**src/rtl/fast_event_pacer_pkg.sv**
```systemverilog
// Shared types and default sizes for the fast event pacer.
package fast_event_pacer_pkg;

  localparam int unsigned CNT_W_DEFAULT = 4;
  localparam int unsigned TMO_W_DEFAULT = 12;

  typedef enum logic [1:0] {
    IDLE    = 2'd0,
    ISSUE   = 2'd1,
    WAIT_HI = 2'd2,
    WAIT_LO = 2'd3
  } state_t;

endpackage

```
**src/rtl/sat_updown_cnt.sv**
```systemverilog
// Saturating up/down event counter with a sticky overflow flag.
// Simultaneous inc and dec cancel, so a release at saturation never drops an event.
module sat_updown_cnt
  import fast_event_pacer_pkg::*;
#(
  parameter int unsigned CNT_W = CNT_W_DEFAULT
) (
  input  logic             clk,
  input  logic             rst,
  input  logic             inc,
  input  logic             dec,
  output logic [CNT_W-1:0] count,
  output logic             overflow
);

  localparam logic [CNT_W-1:0] CNT_MAX = '1;

  // Count update; an increment at the ceiling is dropped and flagged.
  always_ff @(posedge clk) begin
    if (rst) begin
      count    <= '0;
      overflow <= 1'b0;
    end else if (inc && !dec) begin
      if (count == CNT_MAX) begin
        overflow <= 1'b1;
      end else begin
        count <= count + CNT_W'(1);
      end
    end else if (dec && !inc && (count != '0)) begin
      count <= count - CNT_W'(1);
    end
  end

endmodule

```
**src/rtl/fast_event_pacer.sv**
```systemverilog
// Queues fastclk event strobes and releases them one at a time as a
// one-cycle request, waiting for the downstream ack to rise and fall.
// Optional watchdog: define FAST_EVENT_PACER_TIMEOUT_EN.
module fast_event_pacer
  import fast_event_pacer_pkg::*;
#(
  parameter int unsigned CNT_W = CNT_W_DEFAULT,
  parameter int unsigned TMO_W = TMO_W_DEFAULT
) (
  input  logic             fastclk,
  input  logic             rst,
  input  logic             event_in,
  input  logic             ack_pulse,
  output logic             fastpulse_out,
  output logic [CNT_W-1:0] pending,
  output logic             busy,
  output logic             overflow,
  output logic             timeout
);

  state_t state;
  state_t state_next;
  logic   release_c;

  sat_updown_cnt #(
    .CNT_W(CNT_W)
  ) u_cnt (
    .clk      (fastclk),
    .rst      (rst),
    .inc      (event_in),
    .dec      (release_c),
    .count    (pending),
    .overflow (overflow)
  );

`ifdef FAST_EVENT_PACER_TIMEOUT_EN
  logic [TMO_W-1:0] tmo_cnt;
  logic             tmo_hit_c;

  assign tmo_hit_c = ((state == WAIT_HI) || (state == WAIT_LO)) && (tmo_cnt == '1);

  // Watchdog: restarts as the request leaves ISSUE, runs while waiting on ack.
  always_ff @(posedge fastclk) begin
    if (rst) begin
      tmo_cnt <= '0;
      timeout <= 1'b0;
    end else begin
      if (state == ISSUE) begin
        tmo_cnt <= '0;
      end else if ((state == WAIT_HI) || (state == WAIT_LO)) begin
        tmo_cnt <= tmo_cnt + TMO_W'(1);
      end
      if (tmo_hit_c) begin
        timeout <= 1'b1;
      end
    end
  end
`else
  // TMO_W only sizes the watchdog; without it the flag is constant low.
  localparam bit HAS_TMO_W = (TMO_W != 0);
  assign timeout = HAS_TMO_W & 1'b0;
`endif

  // Next-state logic; the counter is decremented on the IDLE->ISSUE edge.
  always_comb begin
    state_next = state;
    release_c  = 1'b0;
    case (state)
      IDLE: begin
        if (pending != '0) begin
          state_next = ISSUE;
          release_c  = 1'b1;
        end
      end
      ISSUE:   state_next = WAIT_HI;
      WAIT_HI: if (ack_pulse)  state_next = WAIT_LO;
      WAIT_LO: if (!ack_pulse) state_next = IDLE;
      default: state_next = IDLE;
    endcase
`ifdef FAST_EVENT_PACER_TIMEOUT_EN
    if (tmo_hit_c) begin
      state_next = IDLE;
    end
`endif
  end

  // State and registered request/busy outputs.
  always_ff @(posedge fastclk) begin
    if (rst) begin
      state         <= IDLE;
      fastpulse_out <= 1'b0;
      busy          <= 1'b0;
    end else begin
      state         <= state_next;
      fastpulse_out <= (state_next == ISSUE);
      busy          <= (state_next != IDLE);
    end
  end

endmodule

```
**config.mk**
```make
export PLATFORM = sky130hd
export DESIGN_NAME = fast_event_pacer
export DESIGN_NICKNAME = d
export VERILOG_FILES = /design/src/rtl/fast_event_pacer_pkg.sv /design/src/rtl/sat_updown_cnt.sv /design/src/rtl/fast_event_pacer.sv
export SDC_FILE = /design/constraint.sdc
export NUM_CORES = 1
export LEC_CHECK = 0
export BUFFER_PORTS_ARGS = -buffer_cell sky130_fd_sc_hd__buf_2
export CORE_AREA = 2 2 39 41
export DETAILED_ROUTE_END_ITERATION = 16
export DIE_AREA = 0 0 41 43
export PLACE_DENSITY = 0.56
export SETUP_SLACK_MARGIN = 0.05
export SLEW_MARGIN = 20
export SYNTH_ARGS = -nofsm -noshare
export SYNTH_HDL_FRONTEND = slang
export SYNTH_SLANG_ARGS = --single-unit
```
**constraint.sdc**
```tcl
create_clock -name fastclk -period 4.3 [get_ports fastclk]
set_clock_uncertainty 0.1 [all_clocks]
set_input_delay 0.86 -clock fastclk [delete_from_list [all_inputs] [get_ports fastclk]]
set_output_delay 0.86 -clock fastclk [all_outputs]
set_load 0.05 [all_outputs]
```
==> flow_summary.ini, run 1 <==
[power_and_ir_drop]
leakage_nw = 0.263
combPwrFrac = 0.584
switching_power_uw = 252
vdd_drop_max_uv = 297
p_per_area_nw_per_um2 = 887
p_int_uw = 269
seqPwrFrac = 0.295
power_uw = 522
p_clk_frac = 0.121
swShare = 0.484

[floorplanning]
die_h_microns = 43
row_count = 14
die_x_microns = 41
ios = 12
die_area_sq_um = 1760
core_area_sq_um = 1380
initial_core_util = 0.363

[synth]
synth_nets = 61
yosysSeqAreaShare = 0.358
yosysWarnings = 0
avgSynthCellArea_sq_um = 9.31
ys_ff_latch = 9
synth_area_sq_um = 503
synth.distinct_cells = 30
syn_inst = 54

[timing]
fin_crit_ps = 2220
rsz0062_at_grt = false
hold_viol = 0
setup_viol = 0
fin_crit_sh = 0.517
fin_tns_setup_ps = 0
slew_violations = 0
fmax_mhz = 450

[worst_setup_path]
cpLargestDelayFamily = simple AND/OR/NAND/NOR gates
cp_num_buf_inv = 0
r2r_cells = 8
worstSetupPathType = flop to flop
crit_chain = nor4_4, or2b_4, nand2_1, ha_1, a21oi_1, a21boi_0, mux2i_1, o211ai_1
worstPathArrival_ps = 2260
cp_max_fo = 7
cp-end-kind = flop
cpMaxStageDelayCell = dfxtp_1
worstSetupStartpointType = flop
cp.depth = 8
max_stage_delay_ps = 390
cp.required_ps = 4340

[global_routing]
busiest_layer = met2
met2_usage = 0.169
overflow = 0
grt.total_usage = 0.127
grt_util_met3 = 0.0942
grt_pass1_wl_mm = 1.39
grt_use_met1 = 0.147
antenna_found_initial = 0
grt_max_degree = 11
grt_pass1_vias = 329

[cts]
post_cts_resized = 0
cts_buffer_depth = 2
cts_buffers = 3
htreeDepth = 1
cts_tree = done
cts_hold_buffers = 0
cts_num_sinks = 9
cts_root_buffer = clkbuf_4
clk_pin_slew_ps = 60
post-cts-setup-buffers = 0
clock_latency_ps = 260

[placement]
gp_congestion = 0.656
port_buffers = 10
place_hpwl_microns = 686

[detailed_routing]
first_iter_violations = 3
drc = 0
firstDrtPassIters = 4
dr_total_vias = 401
postRouteAntennaNets = 0
totalWireLength_microns = 845
avgRoutedWirePerCell_microns = 10.3
via_per_inst = 4.89

[cells_and_area]
fillerInstances = 150
layout_common_cells = buf_2 (10), dfxtp_1 (9), nor2_1 (7)
area_delta_synth_final_pct = 16.9
final_common_cell = buf_2
diodes = 0
num-nets-final = 74
drive_gt1_frac = 0.288

[hold_path]
min_path_cells = 2
hold_class = flop to flop

[flow_run]
maxCapViolCount = 0

[run_status]
outcome = completed
[routing by layer]
metal / share of wire / wire length, microns
met1: 0.43 / 363
met2: 0.48 / 406
met3: 0.075 / 63
met4: 0.013 / 11
met5: 0 / 0
[per-stage QoR]
step | hold WS, ps | worst slack (ps) | instance area [sq um] | util | instances
floorplan | 397 | 1990 | 503 | - | 54
global placement | 346 | 2010 | 562 | 0.406 | 78
detailed placement | 361 | 1990 | 562 | 0.406 | 78
CTS | 376 | 2030 | 588 | 0.425 | 82
global route | 394 | 1810 | 588 | 0.425 | 82
finish | 368 | 2080 | 588 | 0.425 | 82
[power groups by stage]
stage | Clock, mW | Sequential (mW) | Combinational [mW]
2_1_floorplan | 0 | 0.231 | 0.180
3_3_place_gp | 0 | 0.157 | 0.308
3_5_place_dp | 0 | 0.157 | 0.309
4_1_cts | 0.0675 | 0.156 | 0.310
5_1_grt | 0.0732 | 0.161 | 0.337
6_report | 0.0634 | 0.154 | 0.304
[worst paths after layout]
| kind | startpoint | endpoint | slack [ps] |
|---|---|---|---|
| worst max-delay path | u_cnt.count[0]$_SDFFE_PP0P_ | u_cnt.count[3]$_SDFFE_PP0P_ | 2080 |
| worst min-delay path | u_cnt.overflow$_SDFFE_PP0P_ | u_cnt.overflow$_SDFFE_PP0P_ | 370 |
| worst max register to register | u_cnt.count[0]$_SDFFE_PP0P_ | u_cnt.count[3]$_SDFFE_PP0P_ | 2080 |
| worst min register to register | u_cnt.overflow$_SDFFE_PP0P_ | u_cnt.overflow$_SDFFE_PP0P_ | 370 |
[synthesized netlist by cell type (all sizes together)]
library cell / count / area, sq um
fa: 1 / 20.0
a21boi: 1 / 7.51
or2: 1 / 6.26
nand2: 5 / 18.8
o21ai: 2 / 13.8
nor4: 2 / 27.5
nor3: 1 / 5.00
conb: 1 / 3.75
dfxtp: 9 / 180
nand3: 2 / 10.0
mux2: 1 / 15.0
o211ai: 1 / 7.51
a221oi: 1 / 15.0
a31oi: 1 / 6.26
mux2i: 2 / 20.0
a21oi: 3 / 15.0
nand4: 1 / 6.26
o311ai: 1 / 16.3
and2: 1 / 6.26
xnor2: 1 / 8.76
nor2: 7 / 26.3
or2b: 1 / 11.3
clkbuf: 1 / 3.75
nand2b: 1 / 6.26
nor2b: 1 / 6.26
ha: 2 / 25.0
inv: 2 / 7.51
buf: 1 / 7.51
[worst min-delay path: cells and delay by family (launching register included)]
kind,cells,cell delay (ps)
and+or+nand+nor,1,70
DFF,1,320
AOI/OAI and AO/OA,1,40
[layout make-up]
type	count	area [sq um]	share of cell area
Tap cell	16	20.0	0.0340
Multi-Input combinational cell	41	304	0.517
Sequential cell	9	180	0.306
Inverter	2	7.51	0.0128
Clock buffer	4	26.3	0.0447
Timing Repair Buffer	10	50.0	0.0851
[cells by family (layout without fill, tap and decap cells)]
| logic type | after synthesis | count (layout) | synth area share |
|---|---|---|---|
| other | 1 | 1 | 0.00746 |
| AO/OA/AOI/OAI | 10 | 10 | 0.162 |
| AND/OR/NAND/NOR | 23 | 23 | 0.259 |
| flip-flops | 9 | 9 | 0.358 |
| buffers and inverters | 4 | 16 | 0.0373 |
| multiplexers | 3 | 3 | 0.0696 |
| XOR/XNOR | 1 | 1 | 0.0174 |
| adder cells (fa/ha/maj) | 3 | 3 | 0.0895 |
[state kept, by name, summed over array words and instances, names as in the netlist]
register and cells:
u_cnt.count 4, fastpulse_out 1, state 2, u_cnt.overflow 1, busy 1
Note: power is estimated with default switching activity, not from simulation.
==> run 2: changes to the inputs <==
clock period = 2.3 ns   (was 4.3 ns; I/O delays follow)
==> run 2 against run 1 <==
Compared with the run above: register-to-register slack worse by 1900 ps; routed wire length rose by 5.0%; clock power increased by 89%; final cell count up 2.4%; die area did not move; combinational power grew 110%; non-clock buffer count up 2; count of clock-buffer cells in the layout unchanged; critical path type unchanged; largest power group unchanged; highest routed layer unchanged.
==> flow_summary.ini, run 2 (synthesis results as in run 1) <==
[run_status]
outcome = completed

[cells_and_area]
layout_common_cells = buf_2 (10), nor2_1 (7), dfxtp_1 (7)
regMostFlops = u_cnt.count
fillerInstances = 146
largest_reg_flops = 4
diodes = 0
drive_gt1_frac = 0.353
num-nets-final = 76
instances_no_fill = 84
area_delta_synth_final_pct = 21.1
reg_top3 = u_cnt.count (4), state (2)
final_common_cell = buf_2

[global_routing]
grt_pass1_vias = 347
grt.total_usage = 0.117
grt_max_degree = 11
overflow = 0
grt_pass1_wl_mm = 1.35
antenna_found_initial = 0

[cts]
clk_pin_slew_ps = 60
cts_num_sinks = 9
cts_root_buffer = clkbuf_4
cts_hold_buffers = 0
cts_tree = done
htreeDepth = 1
cts_buffers = 3
cts_buffer_depth = 2
clock_latency_ps = 260

[floorplanning]
die_area_sq_um = 1760
core_area_sq_um = 1380
die_h_microns = 43
row_count = 14
initial_core_util = 0.363
die_x_microns = 41
ios = 12

[power_and_ir_drop]
vdd_drop_max_uv = 481
p_per_area_nw_per_um2 = 1690
leakage_nw = 0.275

[worst_setup_path]
crit_chain = nor4_4, or2b_4, nand2_1, ha_1, a21oi_2, and2_1, o21ai_0, o211ai_1
cp-end-kind = flop
cpMaxStageDelayCell = dfxtp_2
max_stage_delay_ps = 360
worstPathArrival_ps = 2180
cp.required_ps = 2380
worstSetupPathType = flop to flop
cp_max_fo = 6
worstSetupStartpointType = flop

[placement]
place_hpwl_microns = 711
dp.cells = 79
port_buffers = 10
pre_cts_ws_ps = 130
gp_congestion = 0.680

[detailed_routing]
dr_total_vias = 417
postRouteAntennaNets = 0
drc = 0
first_iter_violations = 3
avgRoutedWirePerCell_microns = 10.6
firstDrtPassIters = 2
via_per_inst = 4.96
totalWireLength_microns = 887

[hold_path]
hold_class = flop to flop

[timing]
slew_violations = 0
setup_viol = 0
fin_crit_ps = 2090
postLayoutSetupSlackWorst_ps = 208
fin_tns_setup_ps = 0
hold_viol = 0
fmax_mhz = 478
rsz0062_at_grt = false
fin_crit_sh = 0.909

[flow_run]
maxCapViolCount = 0
## run 2: changes by cell type in the layout (fill, tap and decap cells not counted)
| cell | before | now |
|---|---|---|
| dfxtp_1 | 9 | 7 |
| buf_4 | 0 | 2 |
| dfxtp_2 | 0 | 2 |
| a21oi_2 | 0 | 1 |
| a21oi_1 | 3 | 2 |
## run 2: layout make-up
| cell class | count | area [sq um] | area share |
|---|---|---|---|
| clock buffer | 4 | 26.3 | 0.0431 |
| inverter | 2 | 7.51 | 0.0123 |
| sequential | 9 | 183 | 0.300 |
| multi-input combinational | 41 | 308 | 0.505 |
| tap | 16 | 20.0 | 0.0329 |
| timing repair buffer | 12 | 65.1 | 0.107 |
## run 2: per-stage QoR
step / util / instance area, sq um / power, mW / hold WS [ps]
finish: 0.440 / 609 / 1.03 / 359
global route: 0.440 / 609 / 1.10 / 389
CTS: 0.432 / 598 / 1.01 / 364
detailed placement: 0.413 / 572 / 0.889 / 349
global placement: 0.413 / 572 / 0.891 / 354
floorplan: - / 505 / 0.772 / 397
## run 2: worst paths after layout
path / endpoint / from / depth (start not counted) / slack (ps)
worst max-delay path: u_cnt.count[3]$_SDFFE_PP0P_ / u_cnt.count[1]$_SDFFE_PP0P_ / 8 / 210
worst min-delay path: u_cnt.overflow$_SDFFE_PP0P_ / u_cnt.overflow$_SDFFE_PP0P_ / 2 / 360
worst max register to register: u_cnt.count[3]$_SDFFE_PP0P_ / u_cnt.count[1]$_SDFFE_PP0P_ / 8 / 210
worst min register to register: u_cnt.overflow$_SDFFE_PP0P_ / u_cnt.overflow$_SDFFE_PP0P_ / 2 / 360
## run 2: what timing repair did
item / in CTS / in global routing
setup endpoints to repair: 0 / 1
gates resized for setup: 0 / 1
setup buffers: 0 / 1
## run 2: routing by layer
metal | vias up | global-route usage | routed length, microns
li1 | 217 | - | -
met1 | 192 | 0.141 | 414
met2 | 6 | 0.163 | 415
met3 | 2 | 0.0314 | 46
met4 | 0 | 0.100 | 10
met5 | - | 0 | 0
## run 2: where the power goes
part	switching, mW	leakage [nW]	internal, mW
clock network	0.0534	0.0150	0.0668
registers	0.0624	0.0751	0.219
logic	0.374	0.185	0.252
total	0.489	0.275	0.538
## run 2: worst max-delay path, delay by kind of cell (launching register included)
kind	cells	cell delay, ps
adder cells (fa/ha/maj)	1	360
flip-flops	1	360
AND/OR/NAND/NOR	4	800
AO/OA/AOI/OAI	3	390
